### src/rtl/pcw_loader_pkg.sv
// Shared types and defaults for the PCW boot-ROM download controller.
package pcw_loader_pkg;

    typedef enum logic [2:0] {
        StResetIdle,
        StBoot,
        StWrite,
        StExec,
        StDone,
        StExt
    } loader_state_e;

    localparam int unsigned RomLenDefault   = 276;
    localparam logic [15:0] ExecAddrDefault = 16'h0000;

endpackage

### src/rtl/pcw_ce_tick.sv
// Modulo-CE_DIV pacing counter with synchronous restart; tick marks the last count.
module pcw_ce_tick #(
    parameter int unsigned CE_DIV = 16
) (
    input  logic clk_i,
    input  logic rst_i,
    input  logic restart_i,
    output logic tick_o
);

    localparam int unsigned CntW = $clog2(CE_DIV);
    localparam logic [CntW-1:0] CntLast = CntW'(CE_DIV - 1);

    logic [CntW-1:0] cnt_q, cnt_d;

    // Next count: restart wins, otherwise wrap at CE_DIV-1.
    always_comb begin
        cnt_d = cnt_q + 1'b1;
        if (restart_i) begin
            cnt_d = '0;
        end else if (cnt_q == CntLast) begin
            cnt_d = '0;
        end
    end

    // Counter register.
    always_ff @(posedge clk_i or posedge rst_i) begin
        if (rst_i) begin
            cnt_q <= '0;
        end else begin
            cnt_q <= cnt_d;
        end
    end

    assign tick_o = (cnt_q == CntLast);

endmodule

### src/rtl/pcw_boot_dl_ctrl.sv
// Boot-ROM copy sequencer into the PCW core download port, then host download pass-through.
module pcw_boot_dl_ctrl
    import pcw_loader_pkg::*;
#(
    parameter int unsigned ROM_LEN   = RomLenDefault,
    parameter int unsigned CE_DIV    = 16,
    parameter logic [15:0] EXEC_ADDR = ExecAddrDefault
) (
    input  logic        clk_sys,
    input  logic        reset,
    output logic [15:0] rom_addr,
    input  logic [7:0]  rom_data,
    output logic        dn_go,
    output logic        dn_wr,
    output logic [15:0] dn_addr,
    output logic [7:0]  dn_data,
    input  logic        dn_wait,
    output logic        execute_enable,
    output logic [15:0] execute_addr,
    input  logic        ext_go,
    input  logic        ext_wr,
    input  logic [15:0] ext_addr,
    input  logic [7:0]  ext_data,
    input  logic        boot_req,
    output logic        busy
);

    localparam logic [15:0] LastIdx = 16'(ROM_LEN - 1);

    loader_state_e state_q, state_d;
    logic [15:0]   idx_q, idx_d;
    logic          go_q, go_d;
    logic          wr_q, wr_d;
    logic [15:0]   addr_q, addr_d;
    logic [7:0]    data_q, data_d;
    logic          exec_q, exec_d;
    logic          busy_q, busy_d;
    logic          restart;
    logic          tick;

    pcw_ce_tick #(
        .CE_DIV (CE_DIV)
    ) u_ce_tick (
        .clk_i     (clk_sys),
        .rst_i     (reset),
        .restart_i (restart),
        .tick_o    (tick)
    );

    // Next-state and download-port register updates.
    always_comb begin
        state_d = state_q;
        idx_d   = idx_q;
        go_d    = go_q;
        wr_d    = wr_q;
        addr_d  = addr_q;
        data_d  = data_q;
        restart = 1'b0;
        case (state_q)
            StResetIdle: begin
                state_d = StBoot;
                go_d    = 1'b1;
                wr_d    = 1'b0;
                idx_d   = '0;
                addr_d  = '0;
                restart = 1'b1;
            end
            StBoot: begin
                addr_d = idx_q;
                // A full tick period has elapsed since rom_addr changed, so rom_data is valid.
                if (tick) begin
                    data_d  = rom_data;
                    wr_d    = 1'b1;
                    state_d = StWrite;
                end
            end
            StWrite: begin
                if (tick && !dn_wait) begin
                    wr_d = 1'b0;
                    if (idx_q == LastIdx) begin
                        state_d = StExec;
                    end else begin
                        idx_d   = idx_q + 16'd1;
                        addr_d  = idx_q + 16'd1;
                        state_d = StBoot;
                    end
                end
            end
            StExec: begin
                go_d    = 1'b0;
                state_d = StDone;
            end
            StDone: begin
                if (boot_req) begin
                    state_d = StBoot;
                    go_d    = 1'b1;
                    wr_d    = 1'b0;
                    idx_d   = '0;
                    addr_d  = '0;
                    // Realign pacing so the first ROM read gets a full period before its tick.
                    restart = 1'b1;
                end else if (ext_go) begin
                    state_d = StExt;
                    go_d    = ext_go;
                    wr_d    = ext_wr;
                    addr_d  = ext_addr;
                    data_d  = ext_data;
                end
            end
            StExt: begin
                go_d   = ext_go;
                wr_d   = ext_wr;
                addr_d = ext_addr;
                data_d = ext_data;
                if (!ext_go) begin
                    state_d = StDone;
                    go_d    = 1'b0;
                    wr_d    = 1'b0;
                end
            end
            default: begin
                state_d = StResetIdle;
            end
        endcase
    end

    // Status flags track the upcoming state so they line up with state_q.
    always_comb begin
        exec_d = (state_d == StExec);
        busy_d = (state_d != StDone);
    end

    // State and output registers.
    always_ff @(posedge clk_sys or posedge reset) begin
        if (reset) begin
            state_q <= StResetIdle;
            idx_q   <= '0;
            go_q    <= 1'b0;
            wr_q    <= 1'b0;
            addr_q  <= '0;
            data_q  <= '0;
            exec_q  <= 1'b0;
            busy_q  <= 1'b0;
        end else begin
            state_q <= state_d;
            idx_q   <= idx_d;
            go_q    <= go_d;
            wr_q    <= wr_d;
            addr_q  <= addr_d;
            data_q  <= data_d;
            exec_q  <= exec_d;
            busy_q  <= busy_d;
        end
    end

    assign rom_addr       = idx_q;
    assign dn_go          = go_q;
    assign dn_wr          = wr_q;
    assign dn_addr        = addr_q;
    assign dn_data        = data_q;
    assign execute_enable = exec_q;
    assign execute_addr   = EXEC_ADDR;
    assign busy           = busy_q;

endmodule
### config.mk
export PLATFORM = sky130hd
export DESIGN_NAME = pcw_boot_dl_ctrl
export DESIGN_NICKNAME = d
export VERILOG_FILES = /design/src/rtl/pcw_loader_pkg.sv /design/src/rtl/pcw_ce_tick.sv /design/src/rtl/pcw_boot_dl_ctrl.sv
export SDC_FILE = /design/constraint.sdc
export NUM_CORES = 1
export LEC_CHECK = 0
export ABC_AREA = 1
export CAP_MARGIN = 40
export CORE_ASPECT_RATIO = 0.9
export CORE_MARGIN = 3
export CORE_UTILIZATION = 43
export DETAILED_ROUTE_END_ITERATION = 8
export GPL_TIMING_DRIVEN = 0
export PLACE_DENSITY = 0.89
export SYNTH_ARGS = -nofsm -noshare
export SYNTH_HDL_FRONTEND = slang
export SYNTH_HIERARCHICAL = 1
export SYNTH_SLANG_ARGS = --single-unit
export TNS_END_PERCENT = 30
### constraint.sdc
create_clock -name clk_sys -period 1.9 [get_ports clk_sys]
set_input_delay 0.19 -clock clk_sys [delete_from_list [all_inputs] [get_ports clk_sys]]
set_output_delay 0.19 -clock clk_sys [all_outputs]
set_load 0.02 [all_outputs]
# Word level (Yosys, flattened, before mapping)
# Index checks and enable logic that the tools add are counted.
dict set report classes {
  add_sub_neg 2
  eq_ne 16
  mux 32
  reduce_logical 12
}
# operator count
set ops {}
lappend ops {{2-to-1 mux 16 bit} 5}
lappend ops {{one-hot mux 16 bit (5 select lines)} 1}
lappend ops {{one-hot mux 16 bit (3 select lines)} 1}
lappend ops {{2-to-1 mux 8 bit} 3}
lappend ops {{one-hot mux 8 bit (3 select lines)} 1}
lappend ops {{one-hot mux 3 bit (6 select lines)} 1}
lappend ops {{adder 16 x 1 -> 16 bit (second input constant)} 1}
lappend ops {{== test 16 x 9 -> 1 bit (second input constant)} 1}
lappend ops {{AND reduction 4 bit} 4}
lappend ops {{2-to-1 mux 3 bit} 5}
lappend ops {{inequality test 2 bit (second input constant)} 6}
lappend ops {{== test 3 x 2 -> 1 bit (second input constant)} 3}
lappend ops {{2-to-1 mux 1 bit} 9}
lappend ops {{2-to-1 mux 4 bit} 2}
lappend ops {{== test 3 bit (second input constant)} 2}
lappend ops {{inequality test 3 bit (second input constant)} 2}
lappend ops {{nonzero test 3 bit} 2}
lappend ops {{one-hot mux 1 bit (5 select lines)} 1}
lappend ops {{nonzero test 5 bit} 1}
lappend ops {{adder 4 x 1 -> 4 bit (second input constant)} 1}
lappend ops {{== test 4 bit (second input constant)} 1}
lappend ops {{one-hot mux 1 bit (4 select lines)} 1}
lappend ops {{nonzero test 4 bit} 1}
lappend ops {{== test 3 x 1 -> 1 bit (second input constant)} 1}
lappend ops {{6 further kinds} 6}
dict set report totals {
  reg_bits 51
  out_inout_bits 60
}

# Longest topological paths before layout
# Gate-level depths: netlist (run 1).
dict set report depth {
  word_depth 5
  mapped_depth 15
  depth_no_buf 14
}

# Hierarchy
# Netlist (run 1), hierarchy kept.
# mod instances cells_per_inst area_per_inst_um2 seq_area_each_um2
set modules_own_cells {}
lappend modules_own_cells {pcw_boot_dl_ctrl 1 410 2934.1 1176.1}
lappend modules_own_cells {pcw_ce_tick 1 23 192.7 100.1}

# Least setup slack after synthesis (run 1)
# Ideal clock, no wire load.
dict set report synth_timing {
  path_kind {register to register}
  startpoint {reg u_ce_tick.cnt_q[0]}
  endpoint {reg addr_q[2] (netlist: dn_addr[2])}
  t_arrival_ps 1729
  slack_ps 107
  path_stages_with_launch 16
  path_cell_list {dfrtp_1 > ha_1 > nand2_1 > inv_2 > nand2_2 > inv_1 > inv_1 > or2_1 > nand2_4 > nand2_4 > nor2_4 > nand2_8 > nor2_8 > buf_12 > nand2_2 > nand2_2}
}
dict set report synth_via {
  elab_chain_len 4
}
# item line
set synth_rtl {}
lappend synth_rtl {{start, declared} pcw_ce_tick.sv:14} ;# logic [CntW-1:0] cnt_q, cnt_d;
lappend synth_rtl {{start signal, assigned} pcw_ce_tick.sv:31} ;# cnt_q <= cnt_d;
lappend synth_rtl {{== test 4 bit} pcw_ce_tick.sv:35} ;# assign tick_o = (cnt_q == CntLast);
lappend synth_rtl {{via tick} pcw_boot_dl_ctrl.sv:39} ;# logic tick;
lappend synth_rtl {{logical AND 1 bit} pcw_boot_dl_ctrl.sv:78} ;# if (tick && !dn_wait) begin
lappend synth_rtl {{inequality test 2 bit (no source line)} -}
lappend synth_rtl {{AND reduction 4 bit (no source line)} -}
lappend synth_rtl {{end signal, assigned} pcw_boot_dl_ctrl.sv:149} ;# addr_q <= addr_d;
lappend synth_rtl {{end, declared} pcw_boot_dl_ctrl.sv:34} ;# logic [15:0] addr_q, addr_d;
# The timed path passes the listed nets, and every way through them passes these cells.
# A chain may end at the register's enable or synchronous reset.

# Worst setup path in the final report (run 1)
dict set report layout_timing {
  startpoint {reg u_ce_tick.cnt_q[0]}
  endpoint {reg addr_q[5] (netlist: dn_addr[5])}
}
# Same word-level chain as after synthesis.

==> results_dict.tcl, run 1 <==
set metrics [dict create \
    ys_ff_latch 51 \
    dp_hpwl_um 6310 \
    min_period_ps 1940 \
    grt_usage_pct 21.3 \
    yosysTopAreaCell "dfrtp_1" \
    diodes 0 \
    drive_gt1_share_pct 17.4 \
    critPathSlowestCell "dfrtp_1" \
    port-buffer-count 81 \
    grt-ovfl-total 0 \
    hp-class "input port to asynchronous set/reset pin" \
    antenna_found_initial 0 \
    final_nets 598 \
    dieArea_sq_um 8330 \
    setup_ws_ps -42.3 \
    synth_common_cells "nand2_1, dfrtp_1, inv_1" \
    cts_tree "built" \
    ys_top_cells_by_area "dfrtp_1, nand2_1, nand3_1" \
    initial_core_util_pct 46.0 \
    io_pins 98 \
    worstPathArrival_ps 2200 \
    syn_avg_cell_area_sq_um 7.22 \
    vdd_drop_max_v 0.000464 \
    skew_ps 6.65 \
    setup_viol 8 \
    rsz0062_at_grt "yes" \
    drtAntennaViolNets 0 \
    fmax_ghz 0.515 \
    cts_buffer_depth 2 \
    drc 0 \
    clock-sinks 51 \
    die_x_um 95.9 \
    critical_path_class "register to register" \
    status "finished, violations left" \
    syn_inst 433 \
    crit_top_cell "inv_2" \
    p_leak_uw 0.00217 \
    synth_edf_count 0 \
    wire_per_inst_um 13.5 \
    syn_area_sq_um 3130 \
    synth_seq_area_share_pct 40.8 \
    insertion_delay_ps 320 \
    path_cells "ha_2 -> nand2_2 -> inv_2 -> nand2_2 -> inv_2 -> inv_2 -> or2_4 -> nand2_4 -> nand2_4 -> nor2_4 -> nand2_8 -> nor2_8 -> buf_12 -> buf_4 -> nand2_1 -> nand2_1" \
    drtIter0Drc 218 \
    gp_congestion 0.897 \
    vias 3244 \
    yosysUniqueCellTypes 29 \
    die_y_um 86.9 \
    cp_max_fo 4 \
    async_flop_share_pct 100 \
    whs_ps 111 \
    cts-root-buf "clkbuf_8" \
    slowest_delay_ps 390 \
    syn_to_final_growth_pct 42.2 \
    grt_max_degree 31 \
    critical_path_required_ps 2160 \
    grt_pass1_vias 3003 \
    critPathLaunchType "register" \
    rows 28 \
    core_area_sq_um 6800 \
    synth_ff_type "dfrtp_1" \
    drv_slew 0 \
    yosysMostFrequentCell "nand2_1" \
    firstDrtPassIters 5 \
    cap_violations 0 \
    cts_made_buffers 5 \
    cts_hold_buffers 0 \
    violations "negative setup slack" \
    period_share_pct 102 \
    htreeDepth 2 \
    synth_top_cell_area_share_pct 40.8 \
    vias_per_cell 5.00 \
    clkTransAtPathRegs_ps 100 \
    cp-end-kind "register" \
    hold_viol 0 \
    grt_pass1_wl_um 14000 \
    post-route-util_pct 65.4 \
    dp_slack_ps -128 \
    powerDensity_nw_per_um2 950 \
    ys_warn_count 6 \
    wl_um 8790 \
]
-- cell families (layout without fill, tap and decap cells) --
logic type	count (synthesis)	in the layout	synth area share, %
and+or+nand+nor	253	253	37.3
buffers and inverters	74	185	12.0
AOI/OAI and AO/OA	51	51	8.68
DFF	51	51	40.8
adders and majority gates	2	2	0.800
other	1	16	0.120
xor gates and xnor gates	1	1	0.280
-- worst max-delay path: cells and delay by family (launching register included) --
kind / cells / cell delay (ps)
adders and majority gates: 1 / 200
buffers and inverters: 5 / 380
DFF: 1 / 390
and+or+nand+nor: 10 / 900
-- worst paths after layout --
check / start / end / slack, ps / depth (start not counted)
worst min-delay path: reset / u_ce_tick/cnt_q[1] / 110 / 2
worst min register to register: dn_addr[1] / dn_addr[1] / 480 / 2
min in group clk_sys: ext_data[5] / dn_data[5] / 440 / 3
worst max register to register: u_ce_tick/cnt_q[0] / dn_addr[5] / -40 / 16
max in group asynchronous: reset / rom_addr[0] / 1180 / 3
worst max-delay path: u_ce_tick/cnt_q[0] / dn_addr[5] / -40 / 16
-- power by group --
group | internal (uW) | total (uW) | switching, uW | leakage, uW
Combinational | 892 | 2090 | 1200 | 0.00145
Sequential | 1290 | 1420 | 134 | 0.000666
Clock | 332 | 712 | 380 | 0.0000505
-- final cells by class --
class	instances	area, sq um
Tap cell	90	113
Timing Repair Buffer	104	1040
Fill cell	557	2350
Buffer	27	185
Sequential cell	51	1280
Inverter	46	173
Clock buffer	7	96.3
Clock inverter	1	7.51
Multi-Input combinational cell	323	1560
-- state kept, by name, summed over array words and instances, names as in the netlist --
register	flops
rom_addr	16
dn_wr	1
execute_enable	1
dn_go	1
state_q	3
busy	1
dn_addr	16
dn_data	8
u_ce_tick/cnt_q	4
-- timing repair --
| item | 4_1_cts | 5_1_grt |
|---|---|---|
| setup buffers | 18 | 3 |
| gates resized for setup | 8 | 9 |
| cloned | 1 | 0 |
| setup endpoints to repair | 14 | 37 |
| pin swaps | 5 | 4 |
-- layout by cell type (no fill, tap or decap), types with 5 or more instances in the layout --
cell             count
nand3_1             38
inv_2                7
inv_1               39
buf_2                6
dfrtp_1             51
conb_1              16
buf_4               38
o21ai_0             29
clkbuf_8             7
nand2_1            146
a21oi_1              5
a31oi_1              9
clkdlybuf4s50_1     81
o21ai_1              6
nor2_1              35
nand2_4              5
nand2_2             13
-- per-layer routing --
layer	up-vias	wire, um	GRT usage, %
li1	1594	-	-
met1	1459	3720	29.0
met2	175	4040	33.9
met3	16	869	3.98
met4	0	160	7.88
met5	-	0	0
-- metrics by stage --
| stage | total power [uW] | cells | TNS (ps) | cell area (sq um) |
|---|---|---|---|---|
| 4_1_cts | 4180 | 647 | -367 | 4420 |
| 5_1_grt | 4470 | 649 | -3150 | 4450 |
| 2_1_floorplan | 2580 | 448 | 0 | 3180 |
| 3_5_place_dp | 3260 | 620 | -1230 | 4130 |
| 3_3_place_gp | 3200 | 619 | -18530 | 4110 |
| 6_report | 4220 | 649 | -222 | 4450 |
Power figures use the tool's default switching activity.
==> inputs of run 2 (changes only) <==
--- a/config.mk
+++ b/config.mk
@@ -13,6 +13,7 @@
 export DETAILED_ROUTE_END_ITERATION = 8
 export GPL_TIMING_DRIVEN = 0
 export PLACE_DENSITY = 0.89
+export SKIP_LAST_GASP = 1
 export SYNTH_ARGS = -nofsm -noshare
 export SYNTH_HDL_FRONTEND = slang
 export SYNTH_HIERARCHICAL = 1
==> results_dict.tcl, run 2 (synthesized netlist as in run 1, its figures left out) <==
set metrics [dict create \
    status "finished, violations left" \
    violations "negative setup slack" \
    worstPathArrival_ps 2190 \
    final_common_cell "nand2_1" \
    setup.worst_path.start "u_ce_tick/cnt_q[0]" \
    dp_hpwl_um 6310 \
    tns_ps -250 \
    period_share_pct 102 \
    syn_to_final_growth_pct 41.7 \
    path_cells "ha_2 -> nand2_2 -> inv_2 -> nand2_2 -> inv_2 -> inv_2 -> or2_4 -> nand2_4 -> nand2_4 -> nor2_4 -> nand2_8 -> nor2_8 -> buf_12 -> buf_16 -> nand2_2 -> nand2_1" \
    grt_pass1_wl_um 14000 \
    dieArea_sq_um 8330 \
    die_y_um 86.9 \
    initial_core_util_pct 46.0 \
    min_period_ps 1940 \
    reg2reg_from "u_ce_tick/cnt_q[0]" \
    fmax_ghz 0.517 \
    seqCellArea_sq_um 1280 \
    powerDensity_nw_per_um2 946 \
    vias_per_cell 4.98 \
    multi_input_area_sq_um 1550 \
    cts_buffer_depth 2 \
    grt_usage_pct 21.3 \
    p_leak_uw 0.00217 \
    grt-ovfl-total 0 \
    diodes 0 \
    setup_ws_ps -35.8 \
    grt_max_degree 31 \
    r2r-end "dn_addr[3]" \
    cts-root-buf "clkbuf_8" \
    critical_path_required_ps 2160 \
    grt_pass1_vias 3003 \
    firstDrtPassIters 5 \
    fill_cells 561 \
    insertion_delay_ps 310 \
    drtIter0Drc 229 \
    drc 0 \
    gp_congestion 0.897 \
    critPathLaunchType "register" \
    clkTransAtPathRegs_ps 90 \
    drtAntennaViolNets 0 \
    cp_max_fo 5 \
    skew_ps 5.59 \
    drive_gt1_share_pct 17.2 \
    critPathSlowestCell "dfrtp_1" \
    path_buf_inv 5 \
    critical_path_class "register to register" \
    io_pins 98 \
    cap_violations 0 \
    cp.depth 16 \
    antenna_found_initial 0 \
    whs_ps 120 \
    final_cell_mix "nand2_1, clkdlybuf4s50_1, dfrtp_1, inv_1, buf_4" \
    reg2reg_slack_ps -40 \
    core_area_sq_um 6800 \
    cp-end-kind "register" \
    vias 3230 \
    dp_slack_ps -128 \
    wl_um 8830 \
    drv_slew 0 \
    cp_top_family "simple AND/OR/NAND/NOR gates" \
    htreeDepth 2 \
    slowest_delay_ps 390 \
    cts_made_buffers 5 \
    crit_end "dn_addr[3]" \
    die_x_um 95.9 \
    hp-class "input port to asynchronous set/reset pin" \
    cts_tree "built" \
    rsz0062_at_grt "yes" \
    wire_per_inst_um 13.6 \
    rows 28 \
    setup_viol 9 \
    cts_hold_buffers 0 \
    vdd_drop_max_v 0.000458 \
    r2r_cells 16 \
    total_power_uw 4190 \
    final_nets 598 \
    port-buffer-count 81 \
    clock-sinks 51 \
    hold_viol 0 \
]
[run 2: worst min path at each step]
stage	from	to	depth (start not counted)
after floorplan	reset	u_ce_tick/cnt_q[0]	1
after global placement	reset	u_ce_tick/cnt_q[0]	2
after detailed placement	reset	u_ce_tick/cnt_q[1]	2
after CTS	reset	u_ce_tick/cnt_q[1]	2
after global routing	reset	u_ce_tick/cnt_q[1]	2
final	reset	u_ce_tick/cnt_q[1]	2
[run 2: power by group]
group	total [uW]	leakage (uW)	switching (uW)	internal, uW
Clock	709	0.0000505	377	332
Combinational	2060	0.00145	1180	881
Sequential	1420	0.000666	133	1290
[run 2: through the flow]
step | cells | area (sq um) | utilization (%)
after floorplan | 448 | 3180 | -
after global placement | 619 | 4110 | 60.4
after detailed placement | 620 | 4130 | 60.7
after CTS | 647 | 4420 | 65.1
after global routing | 649 | 4430 | 65.2
final | 649 | 4430 | 65.2
[run 2: area by class of cell]
cell class | instances | area share (%)
buffer | 27 | 4.18
clock buffer | 7 | 2.18
clock inverter | 1 | 0.169
inverter | 46 | 3.90
multi-input combinational | 323 | 34.9
sequential | 51 | 28.8
tap | 90 | 2.54
timing repair buffer | 104 | 23.3
[run 2: repair_timing]
action,in CTS,in global routing
pin swaps,5,4
setup buffers,18,3
cloned,1,0
endpoints found under the setup margin,14,37
resized for setup,8,3
endpoints found under the hold margin,0,0
[run 2: layer usage]
layer | up-vias | part of all wire [%] | track usage (%)
met5 | - | 0 | 0
met3 | 15 | 9.1 | 3.98
li1 | 1592 | - | -
met1 | 1450 | 43 | 29.0
met2 | 173 | 46 | 33.9
met4 | 0 | 1.9 | 7.88
==> inputs of run 3 (changes only) <==
--- a/config.mk
+++ b/config.mk
@@ -7,12 +7,13 @@
 export LEC_CHECK = 0
 export ABC_AREA = 1
 export CAP_MARGIN = 40
-export CORE_ASPECT_RATIO = 0.9
+export CORE_ASPECT_RATIO = 0.75
 export CORE_MARGIN = 3
 export CORE_UTILIZATION = 43
 export DETAILED_ROUTE_END_ITERATION = 8
 export GPL_TIMING_DRIVEN = 0
 export PLACE_DENSITY = 0.89
+export REMOVE_ABC_BUFFERS = 1
 export SKIP_LAST_GASP = 1
 export SYNTH_ARGS = -nofsm -noshare
 export SYNTH_HDL_FRONTEND = slang
==> results_dict.tcl, run 3 (synthesized netlist as in run 1, its figures left out) <==
set metrics [dict create \
    status "finished, violations left" \
    violations "negative setup slack" \
    cts-root-buf "clkbuf_8" \
    setup_viol 11 \
    cts_made_buffers 5 \
    vias 3247 \
    dr.max_layer_used "met4" \
    vias_per_cell 5.17 \
    vdd_drop_max_v 0.000351 \
    cts_hold_buffers 0 \
    dieArea_sq_um 8340 \
    critical_path_required_ps 2140 \
    port-buffer-count 81 \
    skew_ps 8.67 \
    io_pins 98 \
    rows 26 \
    critPathSlowestCell "dfrtp_1" \
    grt_pass1_wl_um 14600 \
    final_common_cell "nand2_1" \
    cts_tree "built" \
    antenna_found_initial 0 \
    die_y_um 79.9 \
    path_cells "ha_2 -> nand2_2 -> inv_2 -> nand2_2 -> inv_2 -> inv_2 -> or2_4 -> nand2_4 -> nand2_4 -> nor2_4 -> nand2_8 -> nor2_8 -> buf_12 -> buf_12 -> nand2_1 -> nand2_1" \
    cp-end-kind "register" \
    drv_slew 0 \
    dp_slack_ps -347 \
    core_area_sq_um 6930 \
    critPathLaunchType "register" \
    cap_violations 0 \
    rsz0062_at_grt "yes" \
    crit_top_cell "inv_2" \
    tns_ps -646 \
    period_share_pct 104 \
    met1_length_um 3820 \
    powerDensity_nw_per_um2 982 \
    cp_max_fo 7 \
    cts_buffer_depth 2 \
    clkTransAtPathRegs_ps 90 \
    grt_pass1_vias 2964 \
    initial_core_util_pct 45.1 \
    p_leak_uw 0.00203 \
    fill_cells 589 \
    fmax_ghz 0.505 \
    slowest_delay_ps 370 \
    hold_viol 0 \
    setup_ws_ps -80.3 \
    clock-sinks 51 \
    grt_usage_pct 22.0 \
    wl_met2_um 4330 \
    final_cell_mix "nand2_1, clkdlybuf4s50_1, dfrtp_1, inv_1, nand3_1" \
    firstDrtPassIters 5 \
    drtIter0Drc 331 \
    grt_max_degree 33 \
    drc 0 \
    drtAntennaViolNets 0 \
    wl_um 9260 \
    critical_path_class "register to register" \
    htreeDepth 2 \
    wire_per_inst_um 14.7 \
    drive_gt1_share_pct 12.8 \
    die_x_um 104 \
    path_buf_inv 5 \
    routed-wl-met3_um 852 \
    gp_congestion 0.938 \
    diodes 0 \
    final_nets 570 \
    grt-ovfl-total 0 \
    worstPathArrival_ps 2220 \
    dp_hpwl_um 6520 \
    min_period_ps 1980 \
    cp_top_family "simple AND/OR/NAND/NOR gates" \
    syn_to_final_growth_pct 37.6 \
    hp-class "input port to asynchronous set/reset pin" \
    insertion_delay_ps 300 \
]
run 3: cell count changes in the layout (fill, tap and decap cells not counted), moves of 2 or more:
cell and delta:
nor2_4 +2, clkbuf_8 -2, buf_2 -6, buf_4 -24
buf_12 +5
run 3: layout make-up:
type / instances / area (sq um) / share of cell area, %
well taps: 98 / 123 / 2.85
repair buffers: 103 / 1060 / 24.7
multi-input cells: 323 / 1560 / 36.3
clock buffers: 6 / 72.6 / 1.69
flip-flops and latches: 51 / 1280 / 29.7
inverters: 46 / 176 / 4.10
clock inverters: 1 / 30.0 / 0.698
run 3: what timing repair did:
item / in CTS / in global routing
resized for setup: 8 / 5
cloned: 1 / 0
setup buffers: 16 / 5
endpoints found under the setup margin: 36 / 42
pin swaps: 3 / 6
run 3: path summary, 6_finish.rpt:
kind                       cells past startpoint            endpoint                from  slack, ps
hold reg to reg                                2         dn_addr[12]         dn_addr[12]        490
setup reg to reg                              16         dn_addr[11]  u_ce_tick/cnt_q[0]        -80
setup / recovery                              16         dn_addr[11]  u_ce_tick/cnt_q[0]        -80
hold / removal                                 2  u_ce_tick/cnt_q[3]               reset        110
max in group asynchronous                      3         rom_addr[2]               reset       1160
min in group clk_sys                           3          dn_data[5]         ext_data[5]        450
run 3: per-stage QoR:
stage	instance area [sq um]	cells	total power, uW	util [%]	hold slack (ps)
finish	4300	628	4230	62.1	114
global route	4300	628	4470	62.1	119
CTS	4250	624	4150	61.4	115
detailed placement	3930	600	3100	56.8	443
global placement	3910	599	3030	56.5	419
floorplan	2980	420	2450	-	-43.9
run 3: per-layer routing:
metal | GRT usage, % | up-vias
met2 | 38.0 | 191
met4 | 7.97 | 0
met5 | 0 | -
li1 | - | 1531
met1 | 28.0 | 1488
met3 | 3.56 | 37
run 3: report_power, final:
part | switching [uW] | internal [uW] | total, uW
clock | 358 | 387 | 744
combinational | 1170 | 889 | 2060
sequential | 130 | 1290 | 1420
